[src/rtl/usb_hub_port_router.sv]
// usb_hub_port_router
//
// Packet router between the hub's upstream transceiver byte path and
// NUM_PORTS downstream port byte paths.
//
// Downstream (host -> devices): each accepted host beat is registered once
// and presented to every port in the packet's active mask. Each port clears
// its own pending bit when it accepts, and a new beat is taken only when no
// port is still pending.
//
// Upstream (devices -> host): each port owns a FIFO of {last, data} entries.
// Bytes are written speculatively and only become readable once the packet's
// last byte lands (commit). A round-robin arbiter forwards whole committed
// packets, one at a time.
//
// Ports:
//   clock, reset        single clock, asynchronous active-low reset
//   port_enable         per-port enable mask
//   dn_in_*             host-to-device beat in (val/ready/last)
//   dn_out_*            per-port broadcast beat out, port i data at
//                       [i*DATA_WIDTH +: DATA_WIDTH]
//   up_in_*             per-port device bytes in (no backpressure)
//   up_out_*            forwarded upstream beat plus its source port
//   overflow_err        one-cycle pulse when a port drops a packet
//   pkt_pending         port holds at least one committed packet
module usb_hub_port_router #(
    parameter int NUM_PORTS  = 4,
    parameter int FIFO_DEPTH = 16,
    parameter int DATA_WIDTH = 8
) (
    input  logic                               clock,
    input  logic                               reset,
    input  logic [NUM_PORTS-1:0]               port_enable,
    input  logic [DATA_WIDTH-1:0]              dn_in_data,
    input  logic                               dn_in_val,
    input  logic                               dn_in_last,
    output logic                               dn_in_ready,
    output logic [NUM_PORTS*DATA_WIDTH-1:0]    dn_out_data,
    output logic [NUM_PORTS-1:0]               dn_out_val,
    output logic [NUM_PORTS-1:0]               dn_out_last,
    input  logic [NUM_PORTS-1:0]               dn_out_ready,
    input  logic [NUM_PORTS*DATA_WIDTH-1:0]    up_in_data,
    input  logic [NUM_PORTS-1:0]               up_in_val,
    input  logic [NUM_PORTS-1:0]               up_in_last,
    output logic [DATA_WIDTH-1:0]              up_out_data,
    output logic                               up_out_val,
    output logic                               up_out_last,
    output logic [$clog2(NUM_PORTS)-1:0]       up_out_port,
    input  logic                               up_out_ready,
    output logic [NUM_PORTS-1:0]               overflow_err,
    output logic [NUM_PORTS-1:0]               pkt_pending
);

    localparam int PORT_W  = $clog2(NUM_PORTS);
    localparam int AW      = $clog2(FIFO_DEPTH);
    localparam int PTR_W   = AW + 1;
    localparam int ENTRY_W = DATA_WIDTH + 1;

    // ------------------------------------------------------------------
    // Downstream registered broadcast stage
    // ------------------------------------------------------------------
    logic [DATA_WIDTH-1:0] dn_data_q;
    logic                  dn_last_q;
    logic [NUM_PORTS-1:0]  dn_pend;
    logic [NUM_PORTS-1:0]  dn_mask_q;
    logic [NUM_PORTS-1:0]  dn_mask_cur;
    logic [NUM_PORTS-1:0]  dn_remaining;
    logic                  dn_in_pkt;
    logic                  dn_accept;

    // The mask is taken from port_enable on the first beat of a packet and
    // held until the last beat, so mid-packet enable changes cannot split a
    // packet. Ready is forced low while reset is asserted.
    always_comb begin
        dn_remaining = dn_pend & ~dn_out_ready;
        dn_in_ready  = reset & ~|dn_remaining;
        dn_accept    = dn_in_val & dn_in_ready;
        dn_mask_cur  = dn_in_pkt ? dn_mask_q : port_enable;
    end

    always_ff @(posedge clock or negedge reset) begin
        if (!reset) begin
            dn_data_q <= '0;
            dn_last_q <= 1'b0;
            dn_pend   <= '0;
            dn_mask_q <= '0;
            dn_in_pkt <= 1'b0;
        end else if (dn_accept) begin
            dn_data_q <= dn_in_data;
            dn_last_q <= dn_in_last;
            dn_pend   <= dn_mask_cur;
            dn_mask_q <= dn_mask_cur;
            dn_in_pkt <= ~dn_in_last;
        end else begin
            dn_pend   <= dn_remaining;
        end
    end

    assign dn_out_val  = dn_pend;
    assign dn_out_last = dn_pend & {NUM_PORTS{dn_last_q}};
    assign dn_out_data = {NUM_PORTS{dn_data_q}};

    // ------------------------------------------------------------------
    // Upstream per-port FIFOs with packet commit
    // ------------------------------------------------------------------
    logic [ENTRY_W-1:0]   fifo_mem [NUM_PORTS][FIFO_DEPTH];
    logic [PTR_W-1:0]     wp [NUM_PORTS];
    logic [PTR_W-1:0]     cp [NUM_PORTS];
    logic [PTR_W-1:0]     rp [NUM_PORTS];
    logic [NUM_PORTS-1:0] up_in_pkt;
    logic [NUM_PORTS-1:0] up_en_q;
    logic [NUM_PORTS-1:0] up_drop;
    logic [NUM_PORTS-1:0] up_en_cur;
    logic [NUM_PORTS-1:0] up_active;
    logic [NUM_PORTS-1:0] fifo_full;
    logic [NUM_PORTS-1:0] wr_en;
    logic [NUM_PORTS-1:0] ovf_now;
    logic                 rd_fire;
    logic [PORT_W-1:0]    grant;

    // Full compares against rp before any same-cycle read, so a byte can be
    // refused even though a slot frees at the same edge.
    always_comb begin
        for (int i = 0; i < NUM_PORTS; i++) begin
            up_en_cur[i]   = up_in_pkt[i] ? up_en_q[i] : port_enable[i];
            up_active[i]   = up_in_val[i] & up_en_cur[i] & ~up_drop[i];
            fifo_full[i]   = (wp[i] - rp[i]) == PTR_W'(FIFO_DEPTH);
            wr_en[i]       = up_active[i] & ~fifo_full[i];
            ovf_now[i]     = up_active[i] & fifo_full[i];
            pkt_pending[i] = (cp[i] != rp[i]);
        end
    end

    // On overflow the speculative pointer rewinds to the last commit point,
    // and the rest of the packet (through its last byte) is discarded.
    always_ff @(posedge clock or negedge reset) begin
        if (!reset) begin
            for (int i = 0; i < NUM_PORTS; i++) begin
                wp[i] <= '0;
                cp[i] <= '0;
                rp[i] <= '0;
            end
            up_in_pkt    <= '0;
            up_en_q      <= '0;
            up_drop      <= '0;
            overflow_err <= '0;
        end else begin
            for (int i = 0; i < NUM_PORTS; i++) begin
                overflow_err[i] <= ovf_now[i];
                if (up_in_val[i]) begin
                    up_in_pkt[i] <= ~up_in_last[i];
                    up_en_q[i]   <= up_en_cur[i];
                    if (up_en_cur[i]) begin
                        up_drop[i] <= ~up_in_last[i] & (up_drop[i] | fifo_full[i]);
                    end
                end
                if (wr_en[i]) begin
                    wp[i] <= wp[i] + 1'b1;
                    if (up_in_last[i]) begin
                        cp[i] <= wp[i] + 1'b1;
                    end
                end else if (ovf_now[i]) begin
                    wp[i] <= cp[i];
                end
                if (rd_fire && (grant == PORT_W'(i))) begin
                    rp[i] <= rp[i] + 1'b1;
                end
            end
        end
    end

    // Storage array carries no reset; entries are only read once committed.
    always_ff @(posedge clock) begin
        for (int i = 0; i < NUM_PORTS; i++) begin
            if (wr_en[i]) begin
                fifo_mem[i][wp[i][AW-1:0]] <=
                    {up_in_last[i], up_in_data[i*DATA_WIDTH +: DATA_WIDTH]};
            end
        end
    end

    // ------------------------------------------------------------------
    // Round-robin packet arbiter
    // ------------------------------------------------------------------
    typedef enum logic {
        ARB_IDLE,
        ARB_XFER
    } arb_state_t;

    arb_state_t         state;
    arb_state_t         state_next;
    logic [PORT_W-1:0]  grant_next;
    logic [PORT_W-1:0]  last_grant;
    logic [ENTRY_W-1:0] head;
    logic               pick_found;
    int                 pick_idx;

    // Search starts just after last_grant so every port gets a turn. The
    // entry under rp[grant] is read straight from the array, so the head
    // byte is visible in the same cycle the grant takes effect.
    always_comb begin
        state_next  = state;
        grant_next  = grant;
        pick_found  = 1'b0;
        pick_idx    = 0;
        up_out_val  = 1'b0;
        up_out_data = '0;
        up_out_last = 1'b0;
        rd_fire     = 1'b0;
        head        = fifo_mem[grant][rp[grant][AW-1:0]];
        case (state)
            ARB_IDLE: begin
                for (int k = 1; k <= NUM_PORTS; k++) begin
                    pick_idx = (int'(last_grant) + k) % NUM_PORTS;
                    if (!pick_found && pkt_pending[pick_idx]) begin
                        pick_found = 1'b1;
                        grant_next = PORT_W'(pick_idx);
                    end
                end
                if (pick_found) begin
                    state_next = ARB_XFER;
                end
            end
            ARB_XFER: begin
                up_out_val  = 1'b1;
                up_out_data = head[DATA_WIDTH-1:0];
                up_out_last = head[DATA_WIDTH];
                rd_fire     = up_out_ready;
                if (up_out_ready && head[DATA_WIDTH]) begin
                    state_next = ARB_IDLE;
                end
            end
            default: begin
                state_next = ARB_IDLE;
            end
        endcase
    end

    always_ff @(posedge clock or negedge reset) begin
        if (!reset) begin
            state      <= ARB_IDLE;
            grant      <= '0;
            last_grant <= PORT_W'(NUM_PORTS - 1);
        end else begin
            state <= state_next;
            grant <= grant_next;
            if (rd_fire && up_out_last) begin
                last_grant <= grant;
            end
        end
    end

    assign up_out_port = grant;

endmodule

[config.mk]
export PLATFORM = sky130hd
export DESIGN_NAME = usb_hub_port_router
export DESIGN_NICKNAME = d
export VERILOG_FILES = /design/src/rtl/usb_hub_port_router.sv
export SDC_FILE = /design/constraint.sdc
export NUM_CORES = 1
export LEC_CHECK = 0
export CAP_MARGIN = 15
export CORE_MARGIN = 2
export CORE_UTILIZATION = 60
export CTS_CLUSTER_DIAMETER = 80
export DETAILED_ROUTE_END_ITERATION = 16
export GPL_ROUTABILITY_DRIVEN = 0
export PLACE_DENSITY_LB_ADDON = 0.1
export SYNTH_ARGS = -nofsm -noshare
export SYNTH_HDL_FRONTEND = slang
export SYNTH_SLANG_ARGS = --single-unit
[constraint.sdc]
create_clock -name clock -period 3.6 [get_ports clock]
set_clock_uncertainty 0.15 [all_clocks]
set_input_delay 1.08 -clock clock [delete_from_list [all_inputs] [get_ports clock]]
set_output_delay 1.08 -clock clock [all_outputs]
set_load 0.02 [all_outputs]
# ---- Yosys cells after proc, flatten, opt, wreduce, memory -nomap -nowiden
# Memories as Yosys holds them, arrays and structs flattened.
# Cells that the tools add are included.
dict set report word_totals {
  ff_bits 99
  in_bits 61
  out_inout_bits 61
  n_memories 1
  mem_bits_rw 576
  elab_cells 232
}
dict set report classes {
  magnitude_cmp 14
  reduce_logical 37
  add_sub_neg 16
  eq_ne 11
  bitwise 53
  mux 67
}
# name words word_bits rd rd_clocked_by_memory_dff write_ports line_no
set memory_table {}
lappend memory_table {fifo_mem 4 144 1 0 4 106} ;# logic [ENTRY_W-1:0] fifo_mem [NUM_PORTS][FIFO_DEPTH];
# op count
set ops {}
lappend ops {{144-bit two-way mux} 4}
lappend ops {{9-bit demux with 4-bit select} 4}
lappend ops {{9-bit two-way mux} 6}
lappend ops {{5-bit by 1-bit adder with 5-bit output (second input constant)} 8}
lappend ops {{5-bit two-way mux} 8}
lappend ops {{9-bit binary-select mux with 4-bit select} 1}
lappend ops {{1-bit two-way mux} 29}
lappend ops {{5-bit >= comparator (second input constant)} 5}
lappend ops {{4-bit NOT with 5-bit output} 5}
lappend ops {{1-bit AND} 22}
lappend ops {{5-bit == test (second input constant)} 4}
lappend ops {{5-bit by 1-bit < comparator with 1-bit output (second input constant)} 4}
lappend ops {{5-bit inequality test} 4}
lappend ops {{5-bit subtractor} 4}
lappend ops {{2-bit AND reduction} 9}
lappend ops {{3-bit by 4-bit < comparator with 1-bit output (second input constant)} 4}
lappend ops {{4-bit two-way mux} 4}
lappend ops {{1-bit NOT} 14}
lappend ops {{1-bit logical AND} 13}
lappend ops {{5-bit binary-select mux with 2-bit select} 1}
lappend ops {{4-bit AND} 2}
lappend ops {{1-bit binary-select mux with 2-bit select} 4}
lappend ops {{2-bit two-way mux} 4}
lappend ops {{8-bit two-way mux} 1}
lappend ops {{16 further kinds} 34}

# ---- Logic depth before layout (Yosys ltp)
# Gate-level depths: netlist of run 1.
dict set report logic_depth {
  ltp_word 22
  depth_mapped 10
}

# ---- Least setup slack after synthesis of run 1
# Ideal clock, no wire load.
dict set report synth_timing {
  kind {register to output}
  start {register grant[0], in the netlist up_out_port[0]}
  end {output port up_out_data[0]}
  arrival_ps 2564
  path_slack_ps -194
  path_stages_with_launch 8
  path_buffers 3
  required_ps 2370
  cell_sequence {dfrtp_1 > buf_6 > mux4_2 > buf_4 > buf_6 > mux2i_1 > a211o_1 > a311oi_1}
}
dict set report synth_between {
  elab_chain_cells 9
  word_cells_on_any_way 10
  classes_between {mux (7); bitwise (2); memory (1)}
}
# element line_no
set synth_lines {}
lappend synth_lines {{from (decl)} 119} ;# logic [PORT_W-1:0] grant;
lappend synth_lines {{from (signal assigned)} 246} ;# grant <= grant_next;
lappend synth_lines {{2-bit NOT with 3-bit output (not written as such)} 210} ;# head = fifo_mem[grant][rp[grant][AW-1:0]];
lappend synth_lines {{5-bit binary-select mux with 2-bit select} 210}
lappend synth_lines {{4-bit two-way mux (not written as such) (2 in series)} 210}
lappend synth_lines {{4-bit NOT with 5-bit output (not written as such)} 210}
lappend synth_lines {{9-bit binary-select mux with 4-bit select *} 210}
lappend synth_lines {{9-bit two-way mux (not written as such) * (2 in series)} 210}
lappend synth_lines {{8-bit two-way mux *} 211} ;# case (state)
lappend synth_lines {{to (decl)} 45} ;# output logic [DATA_WIDTH-1:0] up_out_data,
# Mark *: on every way between the ends. The rest lies on a longest branch, timed or not. The select of a mux whose other input is x is not followed.

# ---- Worst setup path in the final report of run 1
dict set report layout_timing {
  start {register grant[0], in the netlist up_out_port[0]}
  end {output port up_out_data[5]}
}
# The elaborated chain is that of the path after synthesis.

==> impl_metrics.csv, run 1 <==
group,metric,value,unit
cells_and_area,fin_area,0.03498,mm²
yosys,synth-seq-cells,675,
global_routing,grt_pass1_wl,114300,µm
sta,fmax,0.2217,GHz
sta,rsz0062_at_grt,"true",
yosys,syn_inst,1593,
yosys,ys.flop_type,"edfxtp_1",
setup_path,critPathLaunchType,"register",
cells_and_area,num-fill-cells,2725,
sta,slew_viol_final,0,
cells_and_area,drive_above_1_share,0.3127,
detailed_routing,drtIter0Drc,2118,
status,status,"finished with violations",
sta,slew_headroom,0.3790,
sta,hold_violations,0,
yosys,yosysMostFrequentCell,"edfxtp_1",
power,finalPower,31610,µW
floorplanning,coreArea,0.04665,mm²
cells_and_area,fin_cells,2580,
power,cellPowerDensity,903.6,mW/mm²
setup_path,cp.arrival,3.28,ns
detailed_routing,vias_per_cell,6.483,
global_routing,grt_usage,0.3246,
power,irDropWorstVdd,0.8450,mV
floorplanning,fp.dieW,221.6,µm
min_path,hold_path.class,"reg -> reg",
global_routing,grt_pass1_vias,17247,
placement,port_buffers,121,
detailed_routing,vias,16725,
detailed_routing,detail_route.wl_per_cell,30.26,µm
yosys,syn_nets,1690,
detailed_routing,detail-route-antenna-nets,0,
yosys,ys_seq_area_frac,0.6960,
status,violations,"design-rule violations, negative setup slack",
yosys,syn_area,0.02842,mm²
placement,dp_cells,2416,
setup_path,path_class,"reg -> out",
cts,root_buffer,"clkbuf_16",
setup_path,cp.required,2.37,ns
yosys,yosys.area.top_type,"edfxtp_1",
sta,timing.final.crit_share,1.253,
sta,tns,-7.891,ns
placement,hpwl,47500,µm
cts,htree_levels,3,
power,power.leakage,0.01238,µW
yosys,synthTopCellsByArea,"edfxtp_1 61%, mux4_2 12%, dfrtp_1 8.5%",
placement,dpl_cell_area,0.03161,mm²
yosys,avgSynthCellArea,17.84,µm²
sta,min_period,4.510,ns
cells_and_area,fin_nets,2016,
cts,clock_sinks,675,
cts,clock_latency,0.61,ns
cells_and_area,diodes,0,
floorplanning,start_util,0.6091,
flow_run,cap_violations,0,
cells_and_area,area_growth,23.09,%
sta,finalSetupViolCount,9,
yosys,async_flop_share,0.1467,
setup_path,worstPathMaxFanout,8,
cts,clkTransAtPathRegs,0.06,ns
setup_path,endpoint_kind,"output pin",
yosys,synth_warnings,0,
floorplanning,ios,122,
cts,holdBufCountCts,0,
cts,clock_path_buffers,3,
detailed_routing,drc,4,
global_routing,gr-total-overflow,0,
detailed_routing,drtPass1Iterations,11,
global_routing,antenna_found_initial,1,
yosys,synth_common_cells,"576 x edfxtp_1, 148 x mux4_2, 97 x dfrtp_1",
global_routing,grt_max_degree,60,
floorplanning,rows,79,
floorplanning,dieHeight,221.6,µm
yosys,synth_edf_count,576,
yosys,synth.distinct_cells,52,
sta,tightest_slew,0.9286,ns
floorplanning,die-area,0.04912,mm²
yosys,synth_top_cell_area_share,0.6087,
cts,cts-buffers-inserted,69,
sta,fin_ws,-0.9102,ns
cts,cts_tree,"done",
detailed_routing,drt-total-wl,78060,µm
[report_power, final]
group	internal, µW	switching [µW]
clock	4340	2990
sequential	9260	638
combinational	7180	7210
total	20800	10800
[flip-flops by register name, indices dropped and copies added, names as in the netlist, 4 cells and up]
signal        cells
wp               20
rp               20
up_drop           4
dn_data_q         8
cp               20
up_in_pkt         4
fifo_mem        576
dn_mask_q         4
up_en_q           4
dn_out_val        4
overflow_err      4
[timing repair]
item                       CTS  global route
setup endpoints to repair   12            13
cloned                       8             1
buffers inserted            29             3
pin swaps                   29            20
resized for setup          147            30
[layout by cell type, fill, tap and decap left out, types with 17 or more instances in the layout]
cell             instances
inv_1                   44
nor2b_1                 17
nor2_1                  77
xnor2_1                 38
nor3_1                  18
clkdlybuf4s50_1        107
a211oi_2                21
mux2i_1                 55
xor2_1                  23
clkbuf_1                17
o21ai_0                 20
mux4_2                 147
mux2_2                  44
buf_6                   17
nand2_1                 53
buf_4                  183
nand3_1                 42
clkbuf_16               73
dfrtp_1                 95
edfxtp_1               576
buf_12                  34
ha_1                    36
[through the flow]
stage	worst slack [ns]	util	hold slack, ns
2_1_floorplan	-0.01557	-	0.3287
3_3_place_gp	-0.9134	0.6774	0.3391
3_5_place_dp	-0.8864	0.6774	0.3468
4_1_cts	-0.8887	0.7462	0.3601
5_1_grt	-0.9722	0.7497	0.3736
6_report	-0.9102	0.7497	0.3564
[metal layers]
layer / global-route usage / vias to the layer above / routed length (µm)
li1: - / 6910 / -
met1: 0.4412 / 8552 / 28120
met2: 0.5278 / 1058 / 37750
met3: 0.05765 / 205 / 8624
met4: 0.1347 / 0 / 3564
met5: 0 / - / 0
[logic make-up (layout without fill, tap and decap cells)]
| group | count (synthesis) | after routing | share of synthesized area |
|---|---|---|---|
| buffers and inverters | 149 | 529 | 0.02880 |
| xor gates and xnor gates | 61 | 61 | 0.01880 |
| and+or+nand+nor | 265 | 265 | 0.04447 |
| adders and majority gates | 36 | 36 | 0.01585 |
| DFF | 675 | 675 | 0.6960 |
| muxes | 257 | 257 | 0.1579 |
| AOI/OAI and AO/OA | 150 | 150 | 0.03826 |
[critical path, stage by stage, from the launching register on]
cell and delay, ns:
dfrtp_4 0.41, mux4_4 0.73, buf_6 0.17, buf_12 0.14, buf_12 0.13, mux2i_4 0.20
a211oi_2 0.25, a211oi_2 0.12, a311oi_2 0.29, buf_4 0.21
[cell type report]
class,instances,area (µm²),share of cell area
clock buffers,90,1879,0.05373
clock inverters,35,410.4,0.01173
inverters,44,165.2,0.004722
multi-input cells,769,8252,0.2359
flip-flops and latches,675,19780,0.5656
well taps,607,759.5,0.02171
repair buffers,360,3729,0.1066
[worst paths after layout]
kind | start | to | slack, ns | cells past startpoint
min reg2reg | dn_mask_q[3] | dn_mask_q[3] | 0.36 | 1
min in group asynchronous | reset | dn_last_q | 0.46 | 2
min | dn_mask_q[3] | dn_mask_q[3] | 0.36 | 1
max reg2reg | rp[1] | fifo_mem[3][124] | 0.34 | 10
max in group asynchronous | reset | up_out_port[0] | 1.61 | 3
max | up_out_port[0] | up_out_data[5] | -0.91 | 9
(Power assumes the default switching activity.)
==> inputs of run 2 (changes only) <==
--- a/config.mk
+++ b/config.mk
@@ -7,7 +7,7 @@
 export LEC_CHECK = 0
 export CAP_MARGIN = 15
 export CORE_MARGIN = 2
-export CORE_UTILIZATION = 60
+export CORE_UTILIZATION = 55
 export CTS_CLUSTER_DIAMETER = 80
 export DETAILED_ROUTE_END_ITERATION = 16
 export GPL_ROUTABILITY_DRIVEN = 0
==> impl_metrics.csv, run 2 (synthesis results as in run 1) <==
group,metric,value,unit
cells_and_area,diodes,0,
power,finalPower,31080,µW
cts,cts-buffers-inserted,70,
cells_and_area,area_growth,22.68,%
detailed_routing,drc,0,
cells_and_area,drive_above_1_share,0.3143,
cts,cts_tree,"done",
setup_path,crit_slowest_cell,"mux4_2",
power,irDropWorstVdd,0.6987,mV
cts,root_buffer,"clkbuf_16",
global_routing,grt_max_degree,62,
setup_path,worstPathMaxFanout,28,
flow_run,cap_violations,0,
sta,timing.final.crit_share,1.244,
cts,clock_path_buffers,3,
detailed_routing,vias_per_cell,6.307,
power,power.leakage,0.01234,µW
min_path,hold_path.class,"reg -> reg",
sta,fmax,0.2232,GHz
setup_path,cp.required,2.37,ns
global_routing,grt_pass1_wl,116600,µm
cts,holdBufCountCts,0,
global_routing,antenna_found_initial,0,
cells_and_area,fin_util,0.6809,
setup_path,endpoint_kind,"output pin",
sta,slew_viol_final,0,
cells_and_area,fin_nets,2021,
global_routing,gr-total-overflow,0,
sta,hold_violations,0,
cells_and_area,final_cell_mix,"576 x edfxtp_1, 210 x buf_4, 147 x mux4_2, 106 x clkdlybuf4s50_1, 95 x dfrtp_1",
sta,fin_ws,-0.8795,ns
detailed_routing,detail_route.wl_per_cell,30.42,µm
detailed_routing,vias,16752,
cells_and_area,num-fill-cells,3325,
sta,hold_slack,0.3565,ns
sta,tightest_slew,0.9812,ns
setup_path,slowest_delay,0.53,ns
floorplanning,die-area,0.05350,mm²
setup_path,critPathMostFrequentCell,"buf_4",
floorplanning,fp.dieW,231.3,µm
status,violations,"negative setup slack",
floorplanning,start_util,0.5550,
sta,finalSetupViolCount,9,
cts,htree_levels,3,
floorplanning,dieHeight,231.3,µm
placement,port_buffers,121,
power,cellPowerDensity,891.6,mW/mm²
floorplanning,coreArea,0.05120,mm²
detailed_routing,drtPass1Iterations,8,
cells_and_area,layout_commonest_cell,"edfxtp_1",
floorplanning,rows,83,
cts,clock_sinks,675,
cts,clock_latency,0.61,ns
setup_path,cp.arrival,3.25,ns
detailed_routing,drtIter0Drc,2017,
floorplanning,ios,122,
cts,clkTransAtPathRegs,0.06,ns
setup_path,critPathLaunchType,"register",
global_routing,grt_pass1_vias,17020,
setup_path,path_class,"reg -> out",
status,status,"finished with violations",
setup_path,path_cells,"buf_12 -> buf_4 -> mux4_2 -> buf_12 -> a211oi_1 -> a211oi_2 -> buf_4 -> a211oi_4 -> a311oi_2 -> buf_4",
detailed_routing,drt-total-wl,80790,µm
sta,rsz0062_at_grt,"true",
global_routing,grt_usage,0.3099,
cells_and_area,largest_reg_flops,576,
detailed_routing,detail-route-antenna-nets,0,
sta,slew_headroom,0.3452,
placement,hpwl,50040,µm
sta,min_period,4.480,ns
-- run 2: worst max-delay path, delay by kind of cell (launching register included) --
kind	cells	cell delay, ns
AO/OA/AOI/OAI	4	0.71
buffers and inverters	5	0.90
flip-flops	1	0.49
multiplexers	1	0.53
-- run 2: what timing repair did --
item | CTS | global route
endpoints found under the hold margin | 0 | 0
cloned | 6 | 0
pin swaps | 22 | 14
setup endpoints to repair | 12 | 13
gates resized for setup | 125 | 18
setup buffers | 17 | 4
-- run 2: layer usage --
metal	wire length (µm)	global-route usage	part of all wire
met5	0	0	0
met1	30440	0.4138	0.38
met4	4077	0.1308	0.050
met2	38670	0.4984	0.48
met3	7601	0.06656	0.094
-- run 2: layout make-up --
class,count,area [µm²],share of cell area
tap,680,850.8,0.02441
sequential,675,19780,0.5675
multi-input combinational,769,8205,0.2354
inverter,44,165.2,0.004738
clock inverter,38,389.1,0.01116
clock buffer,86,1906,0.05466
timing repair buffer,364,3561,0.1021
-- run 2: worst paths after layout --
path | startpoint | to | slack [ns] | cells past startpoint
max | up_out_port[0] | up_out_data[0] | -0.88 | 10
min | dn_mask_q[1] | dn_mask_q[1] | 0.36 | 1
max reg2reg | rp[1] | fifo_mem[3][75] | 0.30 | 10
min reg2reg | dn_mask_q[1] | dn_mask_q[1] | 0.36 | 1
max in group asynchronous | reset | up_out_port[1] | 1.60 | 3
min in group asynchronous | reset | up_en_q[3] | 0.46 | 2
-- run 2: power breakdown --
part | total, µW | internal (µW) | switching [µW]
Combinational | 14000 | 6760 | 7290
Sequential | 9770 | 9260 | 512
Clock | 7260 | 4270 | 2990
Total | 31100 | 20300 | 10800
-- run 2: stage by stage --
step                      worst slack [ns]  instances  setup TNS [ns]  cell area, µm²
final                              -0.8795       2656          -7.686           34860
after detailed placement           -0.9048       2508          -7.584           31830
after global routing               -0.9816       2656          -8.399           34860
after CTS                          -0.8944       2653          -7.782           34750
after global placement             -0.9527       2508          -7.552           31830
after floorplan                   -0.01557       1593        -0.01557           28470
